## src/rtl/metastable_entropy_harvester.sv

```systemverilog
// Turns a raw metastable oscillator bit into debiased WIDTH-bit words behind a valid/ready slot.
// A repetition-count health test permanently blocks output if the source sticks.
module metastable_entropy_harvester #(
    parameter int WIDTH        = 16,
    parameter int SAMPLE_DIV   = 4,
    parameter int REPEAT_LIMIT = 32
) (
    input  logic             clk,
    input  logic             rst,
    input  logic             metastable,
    output logic [WIDTH-1:0] data,
    output logic             valid,
    input  logic             ready,
    output logic             health_error
);
    localparam int DW = (SAMPLE_DIV > 1) ? $clog2(SAMPLE_DIV) : 1;
    localparam int CW = $clog2(WIDTH + 1);
    localparam int RW = $clog2(REPEAT_LIMIT + 1);

    localparam logic PAIR_EMPTY = 1'b0;
    localparam logic PAIR_HALF  = 1'b1;

    (* keep = "true", ASYNC_REG = "TRUE" *) logic [1:0] sync_ff;

    logic          sync_bit;
    logic [DW-1:0] div;
    logic          strobe;
    logic [RW-1:0] rep_cnt, rep_nxt;
    logic          prev_raw;
    logic          trip;
    logic          pair_st;
    logic          first_bit;
    logic          emit;
    logic [WIDTH-1:0] shift;
    logic [CW-1:0] cnt;
    logic          full;
    logic          load;

    assign sync_bit = sync_ff[1];
    assign strobe   = (div == DW'(SAMPLE_DIV - 1));
    assign full     = (cnt == CW'(WIDTH));
    assign emit     = strobe && (pair_st == PAIR_HALF) && (first_bit != sync_bit);
    assign trip     = strobe && (rep_nxt == RW'(REPEAT_LIMIT));
    // a trip on the same edge as a load suppresses the load so no word escapes
    assign load     = full && (!valid || ready) && !health_error && !trip;

    always_comb begin
        rep_nxt = rep_cnt;
        if (rep_cnt == '0 || sync_bit != prev_raw)
            rep_nxt = RW'(1);
        else if (rep_cnt != RW'(REPEAT_LIMIT))
            rep_nxt = rep_cnt + RW'(1);
    end

    always_ff @(posedge clk or posedge rst) begin
        if (rst) sync_ff <= 2'b00;
        else     sync_ff <= {sync_ff[0], metastable};
    end

    always_ff @(posedge clk or posedge rst) begin
        if (rst)         div <= '0;
        else if (strobe) div <= '0;
        else             div <= div + DW'(1);
    end

    always_ff @(posedge clk or posedge rst) begin
        if (rst) begin
            rep_cnt      <= '0;
            prev_raw     <= 1'b0;
            health_error <= 1'b0;
        end else if (strobe) begin
            rep_cnt  <= rep_nxt;
            prev_raw <= sync_bit;
            if (trip) health_error <= 1'b1;
        end
    end

    always_ff @(posedge clk or posedge rst) begin
        if (rst) begin
            pair_st   <= PAIR_EMPTY;
            first_bit <= 1'b0;
        end else if (strobe) begin
            if (pair_st == PAIR_EMPTY) begin
                first_bit <= sync_bit;
                pair_st   <= PAIR_HALF;
            end else begin
                pair_st   <= PAIR_EMPTY;
            end
        end
    end

    // von Neumann: pair 10 yields 1 and 01 yields 0, i.e. the first bit of an unequal pair
    always_ff @(posedge clk or posedge rst) begin
        if (rst) begin
            data  <= '0;
            valid <= 1'b0;
            shift <= '0;
            cnt   <= '0;
        end else if (health_error) begin
            data  <= '0;
            valid <= 1'b0;
            shift <= '0;
            cnt   <= '0;
        end else if (load) begin
            data  <= shift;
            valid <= 1'b1;
            shift <= '0;
            cnt   <= '0;
        end else begin
            if (valid && ready) valid <= 1'b0;
            if (emit && !full) begin
                shift <= {shift[WIDTH-2:0], first_bit};
                cnt   <= cnt + CW'(1);
            end
        end
    end
endmodule

```

## config.mk

```make
export PLATFORM = sky130hd
export DESIGN_NAME = metastable_entropy_harvester
export DESIGN_NICKNAME = d
export VERILOG_FILES = /design/src/rtl/metastable_entropy_harvester.sv
export SDC_FILE = /design/constraint.sdc
export NUM_CORES = 1
export LEC_CHECK = 0
export BUFFER_PORTS_ARGS = -buffer_cell sky130_fd_sc_hd__buf_2
export CAP_MARGIN = 20
export CORE_MARGIN = 2
export CORE_UTILIZATION = 55
export CTS_CLUSTER_DIAMETER = 60
export DETAILED_ROUTE_END_ITERATION = 8
export PLACE_DENSITY = 0.74
export SETUP_SLACK_MARGIN = 0.02
export SYNTH_ARGS = -nofsm -noshare
export SYNTH_HDL_FRONTEND = slang
export SYNTH_SLANG_ARGS = --single-unit
```

## constraint.sdc

```tcl
create_clock -name clk -period 3.2 [get_ports clk]
set_input_delay 0.64 -clock clk [delete_from_list [all_inputs] [get_ports clk]]
set_output_delay 0.64 -clock clk [all_outputs]
set_load 0.02 [all_outputs]
```

==> metrics.md, run 1 <==
| Metric | Value |
|---|---|
| Top FF cell, synth | `dfrtp_1` |
| # clock sinks | `52` |
| Busiest grt layer | `met2` |
| Unrepaired setup endpoints after global routing | `false` |
| Worst r2r path cells | `8` |
| Tmin final | `2.639 ns` |
| Initial antenna violation count | `0` |
| Avg Cell Area, Syn | `9.916 µm²` |
| # DRC | `0` |
| Vias | `2,222` |
| Internal power | `1.102 mW` |
| Starting Density | `0.5728` |
| Met2 Use GR | `0.3456` |
| ANT nets after route | `0` |
| R2r setup slk | `0.56 ns` |
| Clock transition at the registers of the reported paths | `0.08 ns` |
| Core region area | `0.005107 mm²` |
| CTS Buf Count | `5` |
| Crit-path max FO | `19` |
| Max-cap violations | `0` |
| Post-synthesis sequential area ratio | `0.4448` |
| Chip Width | `76.93 µm` |
| Critical R2R Capture | `cnt[1]` |
| Final slew viol count | `0` |
| IO buf count | `21` |
| Reg power frac | `0.456` |
| Post-CTS sizing | `0` |
| Drt total wl | `5824 µm` |
| Count of final setup violators | `0` |
| Logic pwr share | `0.283` |
| Initial DRC Count | `173` |
| Layout cells sized above 1 | `0.1928` |
| HP Start | `sync_ff[0]` |
| Crit path kind | `flop to flop` |
| DP HPWL | `3628 µm` |
| Min-delay worst type | `flop to flop` |
| Synth warnings | `0` |
| Status | `finished, final reports clean` |
| Row Count | `26` |
| Mapped Area | `0.002925 mm²` |
| Postcts setup bufs | `0` |
| Area Growth Syn to Fin | `8.854%` |
| CTS root buffer | `clkbuf_8` |
| Syn Nets | `304` |
| Vias per cell | `5.910` |
| Sum Neg Setup Slack | `0 ns` |
| Reg2reg start | `rep_cnt[1]` |
| Final worst path period share | `0.8248` |
| Placed instance count | `368` |
| Post-Route Skew | `0.01081 ns` |
| Psw | `0.6092 mW` |
| CTS Hold Bufs | `0` |
| Sw Share | `0.3560` |
| Global-route wire length before repair | `10,230 µm` |
| Worst Tran Pin Value | `0.6518 ns` |
| Hold-critical path endpoint | `sync_ff[1]` |
| Power per cell area | `537.5 mW/mm²` |
| GRT overflow | `0` |
| Die Span Y | `76.93 µm` |
| CTS tree | `yes` |
| DR pass1 iterations | `4` |
| Worst EP arrival | `2.80 ns` |
| Hold path cells | `0` |
| Ports | `22` |
| Routed wire length per instance | `15.49 µm` |
| Clock insertion delay at the later pin of the skew report | `0.31 ns` |
| EDFF count, synth | `0` |
| Ant diodes | `0` |
| Max Root-Sink Buffers | `2` |
| Grt met3 use | `0.03765` |
| Post-Syn Instances | `295` |
| CP Launch Type | `flop` |
| Leakage | `1.186 nW` |
| Slew headroom | `0.5655` |
| Layout Nets | `314` |
| Data required, critical path | `3.36 ns` |
| Maximum vdd drop | `0.3271 mV` |
| H-Tree Level Count | `2` |
| Met1 Use GR | `0.2864` |
| Critical Path End Type | `flop` |
| Fmax | `0.3789 GHz` |
| Pin count of the biggest net entering global routing | `56` |
| Post-synth cell types | `38` |
| Tot GR Track Use | `0.2145` |
| Non-Filler Instances | `376` |
| Die footprint | `0.005918 mm²` |
| Yosys reg bits | `52` |
| Final hold vios | `0` |
| Vias in the first global route | `2,108` |
| Clock share of power | `0.261` |
| RD Place Congestion | `0.8411` |
| Fraction of registers with async set/reset | `1.000` |
worst max-delay path by stage:
stage	cells past startpoint	to	startpoint	slack (ns)
after global routing	7	valid	rep_cnt[0]	0.42
after global placement	8	shift[13]	rep_cnt[0]	0.65
after floorplan	9	shift[1]	rep_cnt[1]	0.67
after CTS	7	valid	rep_cnt[1]	0.54
final	8	cnt[1]	rep_cnt[1]	0.56
after detailed placement	8	cnt[1]	rep_cnt[1]	0.56
cells by family after synthesis:
family	Yosys count	share of synthesized area
fa+ha+maj	5	0.02139
xor+xnor	10	0.02994
mux	20	0.06929
compound gates	53	0.1206
flops	52	0.4448
buf+inv	35	0.05176
simple gates	120	0.2622
power by group through the flow:
stage,clock (mW),sequential [mW],combinational (mW)
after detailed placement,0,0.792,0.491
after floorplan,0,0.764,0.384
after CTS,0.457,0.779,0.492
final,0.447,0.781,0.484
after global routing,0.487,0.793,0.531
after global placement,0,0.789,0.470
cell usage after synthesis, types with 2 or more instances:
cell type / number / area (µm²)
a21oi_1: 2 / 10.01
a22o_1: 2 / 17.52
and3_1: 5 / 31.28
buf_1: 2 / 7.510
buf_2: 4 / 20.02
buf_6: 2 / 22.52
clkbuf_1: 20 / 75.07
dfrtp_1: 52 / 1301
ha_1: 5 / 62.56
inv_1: 7 / 26.28
mux2_2: 2 / 22.52
mux2i_1: 18 / 180.2
nand2_1: 8 / 30.03
nand2b_1: 4 / 25.02
nand3_1: 18 / 90.09
nand4_1: 19 / 118.9
nor2_1: 6 / 22.52
nor2b_1: 19 / 118.9
nor3_1: 10 / 50.05
nor3_2: 10 / 100.1
nor4b_1: 16 / 140.1
o21ai_0: 38 / 190.2
o22ai_1: 2 / 12.51
or2_2: 2 / 12.51
xnor2_1: 5 / 43.79
xor2_1: 5 / 43.79
per-stage QoR:
stage	hold slack, ns	cell area, µm²	power [mW]	util	worst slack [ns]
after floorplan	0.3312	2925	1.148	-	0.6749
after global placement	0.3380	3077	1.258	0.6024	0.6494
after detailed placement	0.3457	3077	1.283	0.6024	0.5612
after CTS	0.3654	3184	1.728	0.6235	0.5435
after global routing	0.3669	3184	1.810	0.6235	0.4170
final	0.3598	3184	1.712	0.6235	0.5606
layout make-up:
cell class,count,area (µm²)
fillers,421,1923
multi-input cells,208,1480
flip-flops and latches,52,1303
repair buffers,31,180.2
well taps,70,87.58
clock buffers,6,72.57
clock inverters,2,35.03
inverters,7,26.28
metal layers:
layer,vias up,wire length (µm)
li1,1087,-
met1,1085,2699
met2,40,2831
met3,10,187
met4,0,105
met5,-,0
state kept, by name (all words and copies together), names as in the netlist:
signal / count
cnt: 5
data: 16
div: 2
first_bit: 1
health_error: 1
pair_st: 1
prev_raw: 1
rep_cnt: 6
shift: 16
sync_ff: 2
valid: 1
placed cells by master (no fill, tap or decap), types with 4 or more instances in the layout:
master / Yosys / final
mux2i_1: 18 / 18
and3_1: 5 / 5
ha_1: 5 / 5
nor2_1: 6 / 6
o21ai_0: 38 / 38
nor3_1: 10 / 9
inv_1: 7 / 6
xor2_1: 5 / 5
nand2_1: 8 / 8
buf_4: 0 / 10
nand4_1: 19 / 19
nor2b_1: 19 / 18
nor4b_1: 16 / 16
dfrtp_1: 52 / 51
nor3_2: 10 / 11
buf_2: 4 / 21
nand2b_1: 4 / 4
nand3_1: 18 / 18
xnor2_1: 5 / 5
clkbuf_8: 0 / 5
worst max-delay path, stage by stage, from the launching register on:
cell	delay (ns)
dfrtp_1	0.44
inv_1	0.13
ha_1	0.19
or4b_1	0.63
a211oi_4	0.33
a2111oi_4	0.09
a311oi_4	0.29
buf_4	0.31
nor3_1	0.09
Note: power is estimated with default switching activity, not from simulation.
==> run 2, diff against run 1 <==
- ABC_AREA: not set -> 1
- PLACE_DENSITY: 0.74 -> 0.75
- clock period: 3.2 -> 2.5 ns (I/O delays scaled with it)
==> run 2 against run 1 <==
Compared with the run above:
- design area fell by 17%
- critical endpoint is now cnt[4]
- flip-flop and latch count did not move
- highest routed layer unchanged
- first-iteration DRC count rose by 17%
- register-to-register slack got worse by 0.10 ns
- final cell count fell by 11%
- largest power group unchanged
- critical path type unchanged
- setup slack got worse by 0.10 ns
==> metrics.md, run 2 <==
| Metric | Value |
|---|---|
| Status | `finished, final reports clean` |
| Layout Nets | `292 (-7.0%)` |
| IO buf count | `21 (unchanged)` |
| Fraction of registers with async set/reset | `1.000 (unchanged)` |
| Clock insertion delay at the later pin of the skew report | `0.31 ns (about the same)` |
| Count of final setup violators | `0 (unchanged)` |
| H-Tree Level Count | `2 (unchanged)` |
| Area Growth Syn to Fin | `6.900%` |
| Die Span Y | `70.96 µm (-7.8%)` |
| Max Root-Sink Buffers | `2 (unchanged)` |
| Initial DRC Count | `202 (+17%)` |
| Die footprint | `0.005035 mm² (-15%)` |
| CTS Hold Bufs | `0 (unchanged)` |
| DR pass1 iterations | `4 (unchanged)` |
| Ports | `22 (unchanged)` |
| CTS Buf Count | `5 (unchanged)` |
| Sw Share | `0.2702 (-0.08578)` |
| Global-route wire length before repair | `7997 µm (-22%)` |
| Worst EP arrival | `2.28 ns (-0.52 ns)` |
| Worst Tran Pin Value | `0.8366 ns (+0.1848 ns)` |
| RD Place Congestion | `0.8712 (+3.6%)` |
| Chip Width | `70.96 µm (-7.8%)` |
| Finished Cell Area | `0.002636 mm² (-17%)` |
| Largest regs | `data (16), shift (16), rep_cnt (6)` |
| Drt total wl | `4534 µm (-22%)` |
| Power per cell area | `594.5 mW/mm² (+11%)` |
| Internal power | `1.144 mW (+3.8%)` |
| Commonest cells in the netlist | `nand2_1, dfrtp_1, nand4_1` |
| Ant diodes | `0 (unchanged)` |
| Max-cap violations | `0 (unchanged)` |
| Slew headroom | `0.4415 (-0.1240)` |
| Crit-path max cell delay | `0.44 ns (-0.19 ns)` |
| Synth area leaders | `dfrtp_1, nand2_1, nand4_1` |
| Leakage | `1.424 nW (+20%)` |
| Core region area | `0.004324 mm² (-15%)` |
| Fmax | `0.4903 GHz (+29%)` |
| EDFF count, synth | `0 (unchanged)` |
| Avg Cell Area, Syn | `9.202 µm² (-7.2%)` |
| DP HPWL | `2923 µm (-19%)` |
| GRT overflow | `0 (unchanged)` |
| Sum Neg Setup Slack | `0 ns (unchanged)` |
| Final worst path period share | `0.8158 (-0.009037)` |
| Synth area leader | `dfrtp_1` |
| Routed wire length per instance | `13.49 µm (-13%)` |
| Clock transition at the registers of the reported paths | `0.09 ns (about the same)` |
| Min-delay worst type | `primary input to async pin` |
| Post-CTS sizing | `0 (unchanged)` |
| Layout cells sized above 1 | `0.1585 (-0.03436)` |
| Mapped Area | `0.002466 mm² (-16%)` |
| Row Count | `24 (-7.7%)` |
| Clock share of power | `0.304 (+0.043)` |
| Most common cell after layout, fill and taps aside | `nand2_1` |
| Pin count of the biggest net entering global routing | `56 (unchanged)` |
| Crit-path cells | `inv_1, ha_1, nand3_1, nand2_2, inv_2, nand3_2, nor2_2, nand2_4, nand2_8, nand2_1, nor2_1` |
| Final slew viol count | `0 (unchanged)` |
| Tmin final | `2.039 ns (-0.6000 ns)` |
| # DRC | `0 (unchanged)` |
| Slowest CP cell | `dfrtp_1` |
| Buf/Inv on CP | `2 (unchanged)` |
| Crit path kind | `flop to flop` |
| Syn Nets | `277 (-8.9%)` |
| Tot GR Track Use | `0.1993 (-0.01515)` |
| Post-synthesis sequential area ratio | `0.5277 (+0.08283)` |
| Initial antenna violation count | `0 (unchanged)` |
| # clock sinks | `52 (unchanged)` |
| Yosys reg bits | `52 (unchanged)` |
| Count leader, synth | `nand2_1` |
| Post-Syn Instances | `268 (-9.2%)` |
| Critical path's top delay family | `simple AND/OR/NAND/NOR gates` |
| Post-Route Skew | `0.009707 ns (-0.001108 ns)` |
| Unrepaired setup endpoints after global routing | `false` |
| Top FF cell, synth | `dfrtp_1` |
| Psw | `0.4234 mW (-31%)` |
| CTS root buffer | `clkbuf_8` |
| Maximum vdd drop | `0.3690 mV (+13%)` |
| Worst setup margin | `0.4606 ns (-0.1000 ns)` |
| Critical Path End Type | `flop` |
| DP Area | `0.002547 mm² (-17%)` |
| Starting Density | `0.5703 (-0.002446)` |
| Synth warnings | `0 (unchanged)` |
| CTS tree | `yes` |
| Crit-path max FO | `55 (+36)` |
| ANT nets after route | `0 (unchanged)` |
| Most frequent cells in the layout | `nand2_1, dfrtp_1, nand4_1` |
| Yosys top cell area share | `0.5277 (+0.08283)` |
| Reg power frac | `0.595 (+0.139)` |
| Final hold vios | `0 (unchanged)` |
| Vias | `1,847 (-17%)` |
| Final design utilization | `0.6097 (-0.01381)` |
| Vias per cell | `5.497 (-7.0%)` |
| CP Launch Type | `flop` |
| Vias in the first global route | `1,701 (-19%)` |
| Data required, critical path | `2.74 ns (-0.62 ns)` |
| Post-synth cell types | `30 (-21%)` |
| Place WS | `0.4802 ns (-0.08106 ns)` |
| Logic pwr share | `0.101 (-0.182)` |
| Postcts setup bufs | `0 (unchanged)` |
| Total power | `1.567 mW (-8.4%)` |
run 2: final timing paths:
| check | start | to | slack, ns | depth (start not counted) |
|---|---|---|---|---|
| min in group clk | metastable | sync_ff[0] | 0.30 | 1 |
| hold reg to reg | sync_ff[0] | sync_ff[1] | 0.37 | 0 |
| setup reg to reg | rep_cnt[0] | cnt[4] | 0.46 | 11 |
| setup / recovery | rep_cnt[0] | cnt[4] | 0.46 | 11 |
| max in group asynchronous | rst | cnt[0] | 2.06 | 3 |
| hold / removal | rst | rep_cnt[2] | 0.22 | 3 |
run 2: worst min-delay path: stages:
cell and delay, ns:
buf_2 0.10, inv_2 0.06, buf_12 0.26
run 2: per-layer routing:
metal  wire length [µm]  global-route usage  vias up
met5                  0                   0        -
met4                 45             0.05241        0
met3                182             0.04843        6
met2               2075              0.3001       37
met1               2231              0.2925      861
li1                   -                   -      943
run 2: final cells by class:
class	instances	area (µm²)
fill	387	1688
timing repair buffer	24	140.1
sequential	52	1301
clock inverter	2	16.27
inverter	17	68.82
clock buffer	6	72.57
tap	52	65.06
multi-input combinational	183	972.2
run 2: metrics by stage:
stage | hold slack, ns | cells
final | 0.2212 | 336
after global routing | 0.2579 | 336
after CTS | 0.2273 | 336
after detailed placement | 0.3483 | 328
after global placement | 0.3330 | 328
after floorplan | 0.3312 | 268
run 2: cells by family (layout without fill, tap and decap cells):
family	after synthesis	after routing	synth area share
simple gates	162	162	0.3278
xor+xnor	4	4	0.01421
flops	52	52	0.5277
buf+inv	33	49	0.07813
fa+ha+maj	5	5	0.02537
compound gates	12	12	0.02689
run 2: power groups by stage:
stage / Sequential (mW) / Combinational (mW) / Clock, mW
2_1_floorplan: 0.930 / 0.135 / 0
3_3_place_gp: 0.945 / 0.153 / 0
3_5_place_dp: 0.947 / 0.160 / 0
4_1_cts: 0.931 / 0.161 / 0.491
5_1_grt: 0.939 / 0.186 / 0.524
6_report: 0.932 / 0.158 / 0.477
==> run 3, diff against run 2 <==
- CORE_UTILIZATION: 55 -> 53
- clock period: 2.5 -> 1.75 ns (I/O delays scaled with it)
==> run 3 against run 2 <==
Compared with the run above:
- the flow now finishes with violations (setup timing)
- design area increased by 11%
- power increased by 59%
- combinational power increased by 120%
- critical path depth increased by 1
- utilization increased by 5.5 points
- maximum frequency increased by 12%
- worst hold slack got worse by 0.15 ns
- count of clock-buffer cells in the layout unchanged
- sequential power increased by 42%
- largest power group unchanged
==> metrics.md, run 3 (synthesis results as in run 2) <==
| Metric | Value |
|---|---|
| Status | `complete, but fails checks` |
| Failing checks | `setup timing` |
| Initial DRC Count | `178 (-12%)` |
| Worst setup margin | `-0.06755 ns (-0.5281 ns)` |
| Unrepaired setup endpoints after global routing | `true` |
| ANT nets after route | `0 (unchanged)` |
| Layout Nets | `313 (+7.2%)` |
| Finished Cell Area | `0.002933 mm² (+11%)` |
| Starting Density | `0.5587 (-0.01164)` |
| Critical Path End Type | `flop` |
| Fillers | `358 (-7.5%)` |
| Leakage | `1.568 nW (+10%)` |
| Tmin final | `1.818 ns (-0.2219 ns)` |
| Crit-path max FO | `12 (-78%)` |
| Core region area | `0.004414 mm² (+2.1%)` |
| Slew headroom | `0.7246 (+0.2831)` |
| Area Growth Syn to Fin | `18.92%` |
| DP Area | `0.002748 mm² (+7.9%)` |
| DP HPWL | `3163 µm (+8.2%)` |
| Final worst path period share | `1.039 (+0.2228)` |
| Worst Tran Pin Value | `0.4125 ns (-0.4240 ns)` |
| Worst EP arrival | `2.06 ns (-0.22 ns)` |
| Clock transition at the registers of the reported paths | `0.09 ns (about the same)` |
| Vias | `1,988 (+7.6%)` |
| Global-route wire length before repair | `8397 µm (+5.0%)` |
| Data required, critical path | `1.99 ns (-0.75 ns)` |
| Vias in the first global route | `1,833 (+7.8%)` |
| Ant diodes | `0 (unchanged)` |
| Maximum vdd drop | `0.5026 mV (+36%)` |
| Die footprint | `0.005215 mm² (+3.6%)` |
| Crit path kind | `flop to flop` |
| Max Root-Sink Buffers | `2 (unchanged)` |
| Pin count of the biggest net entering global routing | `53 (-5.4%)` |
| Post-Route Skew | `0.006920 ns (-0.002787 ns)` |
| Tot GR Track Use | `0.2055 (+0.006146)` |
| Fmax | `0.5502 GHz (+12%)` |
| Non-Filler Instances | `357 (+6.3%)` |
| Drt total wl | `4812 µm (+6.1%)` |
| Final slew viol count | `0 (unchanged)` |
| # clock sinks | `52 (unchanged)` |
| Ports | `22 (unchanged)` |
| Placed instance count | `346 (+5.5%)` |
| H-Tree Level Count | `2 (unchanged)` |
| Setup crit start | `rep_cnt[0]` |
| Initial antenna violation count | `0 (unchanged)` |
| CTS Buf Count | `5 (unchanged)` |
| IO buf count | `21 (unchanged)` |
| Die Span Y | `72.22 µm (+1.8%)` |
| Sum Neg Setup Slack | `-0.9512 ns (-0.9512 ns)` |
| CP Launch Type | `flop` |
| RD Place Congestion | `0.8498 (-2.5%)` |
| Layout cells sized above 1 | `0.2492 (+0.09073)` |
| Most frequent cells in the layout | `nand2_1, dfrtp_1, nand4_1` |
| CTS root buffer | `clkbuf_8` |
| Min-delay worst type | `primary input to async pin` |
| Largest regs | `data (16), shift (16), rep_cnt (6)` |
| DR pass1 iterations | `4 (unchanged)` |
| Routed wire length per instance | `13.48 µm (-0.11%)` |
| Chip Width | `72.22 µm (+1.8%)` |
| # DRC | `0 (unchanged)` |
| Max-cap violations | `0 (unchanged)` |
| Reg2reg start | `rep_cnt[0]` |
| Most common cell after layout, fill and taps aside | `nand2_1` |
| Row Count | `24 (unchanged)` |
| CTS tree | `yes` |
| Final hold vios | `0 (unchanged)` |
| Clock insertion delay at the later pin of the skew report | `0.30 ns (about the same)` |
| Vias per cell | `5.569 (+1.3%)` |
| Count of final setup violators | `26 (+26)` |
| GRT overflow | `0 (unchanged)` |
| Total power | `2.488 mW (+59%)` |
| Power per cell area | `848.4 mW/mm² (+43%)` |
[run 3: cell count changes in the layout (fill, tap and decap cells not counted), sizes merged]
cell / delta
buf: +20
bufinv: +1
clkinv: -1
clkinvlp: -1
inv: +1
nand2: +1
[run 3: layer usage]
| layer | vias up | global-route usage | part of all wire |
|---|---|---|---|
| met5 | - | 0 | 0 |
| met4 | 0 | 0.05451 | 0.010 |
| met3 | 6 | 0.04861 | 0.045 |
| met2 | 46 | 0.3109 | 0.45 |
| met1 | 944 | 0.2997 | 0.49 |
| li1 | 992 | - | - |
[run 3: area by class of cell]
| type | count | area, µm² | area share |
|---|---|---|---|
| multi-input cells | 184 | 1027 | 0.3503 |
| clock inverters | 2 | 38.79 | 0.01323 |
| well taps | 52 | 65.06 | 0.02218 |
| clock buffers | 6 | 72.57 | 0.02474 |
| inverters | 17 | 73.82 | 0.02517 |
| repair buffers | 44 | 352.8 | 0.1203 |
| flip-flops and latches | 52 | 1303 | 0.4441 |
[run 3: power breakdown]
group	switching [mW]	internal [mW]	total, mW
Combinational	0.181	0.161	0.342
Clock	0.391	0.432	0.823
Sequential	0.0626	1.26	1.32
Total	0.635	1.85	2.49
[run 3: metrics by stage]
step	setup slack, ns	util	hold WS, ns
3_3_place_gp	-0.02997	0.6224	0.3339
3_5_place_dp	-0.03720	0.6224	0.3436
5_1_grt	-0.2002	0.6644	0.09031
2_1_floorplan	0.03742	-	0.3312
4_1_cts	0.01585	0.6599	0.08819
6_report	-0.06755	0.6644	0.07541
[run 3: repair_timing]
item | 4_1_cts | 5_1_grt
buffers inserted | 1 | 1
endpoints found under the setup margin | 34 | 38
pin swaps | 5 | 6
cloned | 1 | 0
resized for setup | 10 | 4
hold buffers | 0 | 0
[run 3: final timing paths]
path / endpoint / slack [ns] / cells after the start
min in group clk: sync_ff[0] / 0.15 / 1
max: shift[1] / -0.07 / 12
max reg2reg: shift[1] / -0.07 / 12
max in group asynchronous: rep_cnt[2] / 1.44 / 3
min: div[1] / 0.08 / 3
min reg2reg: sync_ff[1] / 0.36 / 0
[run 3: critical path, cell delays in order, from the launching register on]
cell     delay (ns)
dfrtp_1        0.44
inv_2          0.08
ha_4           0.18
nand3_2        0.10
nand2_4        0.09
inv_4          0.08
nand4_1        0.09
nor2_2         0.17
nand2_4        0.10
nand2_8        0.12
buf_12         0.13
nand4_1        0.09
nand2_1        0.09
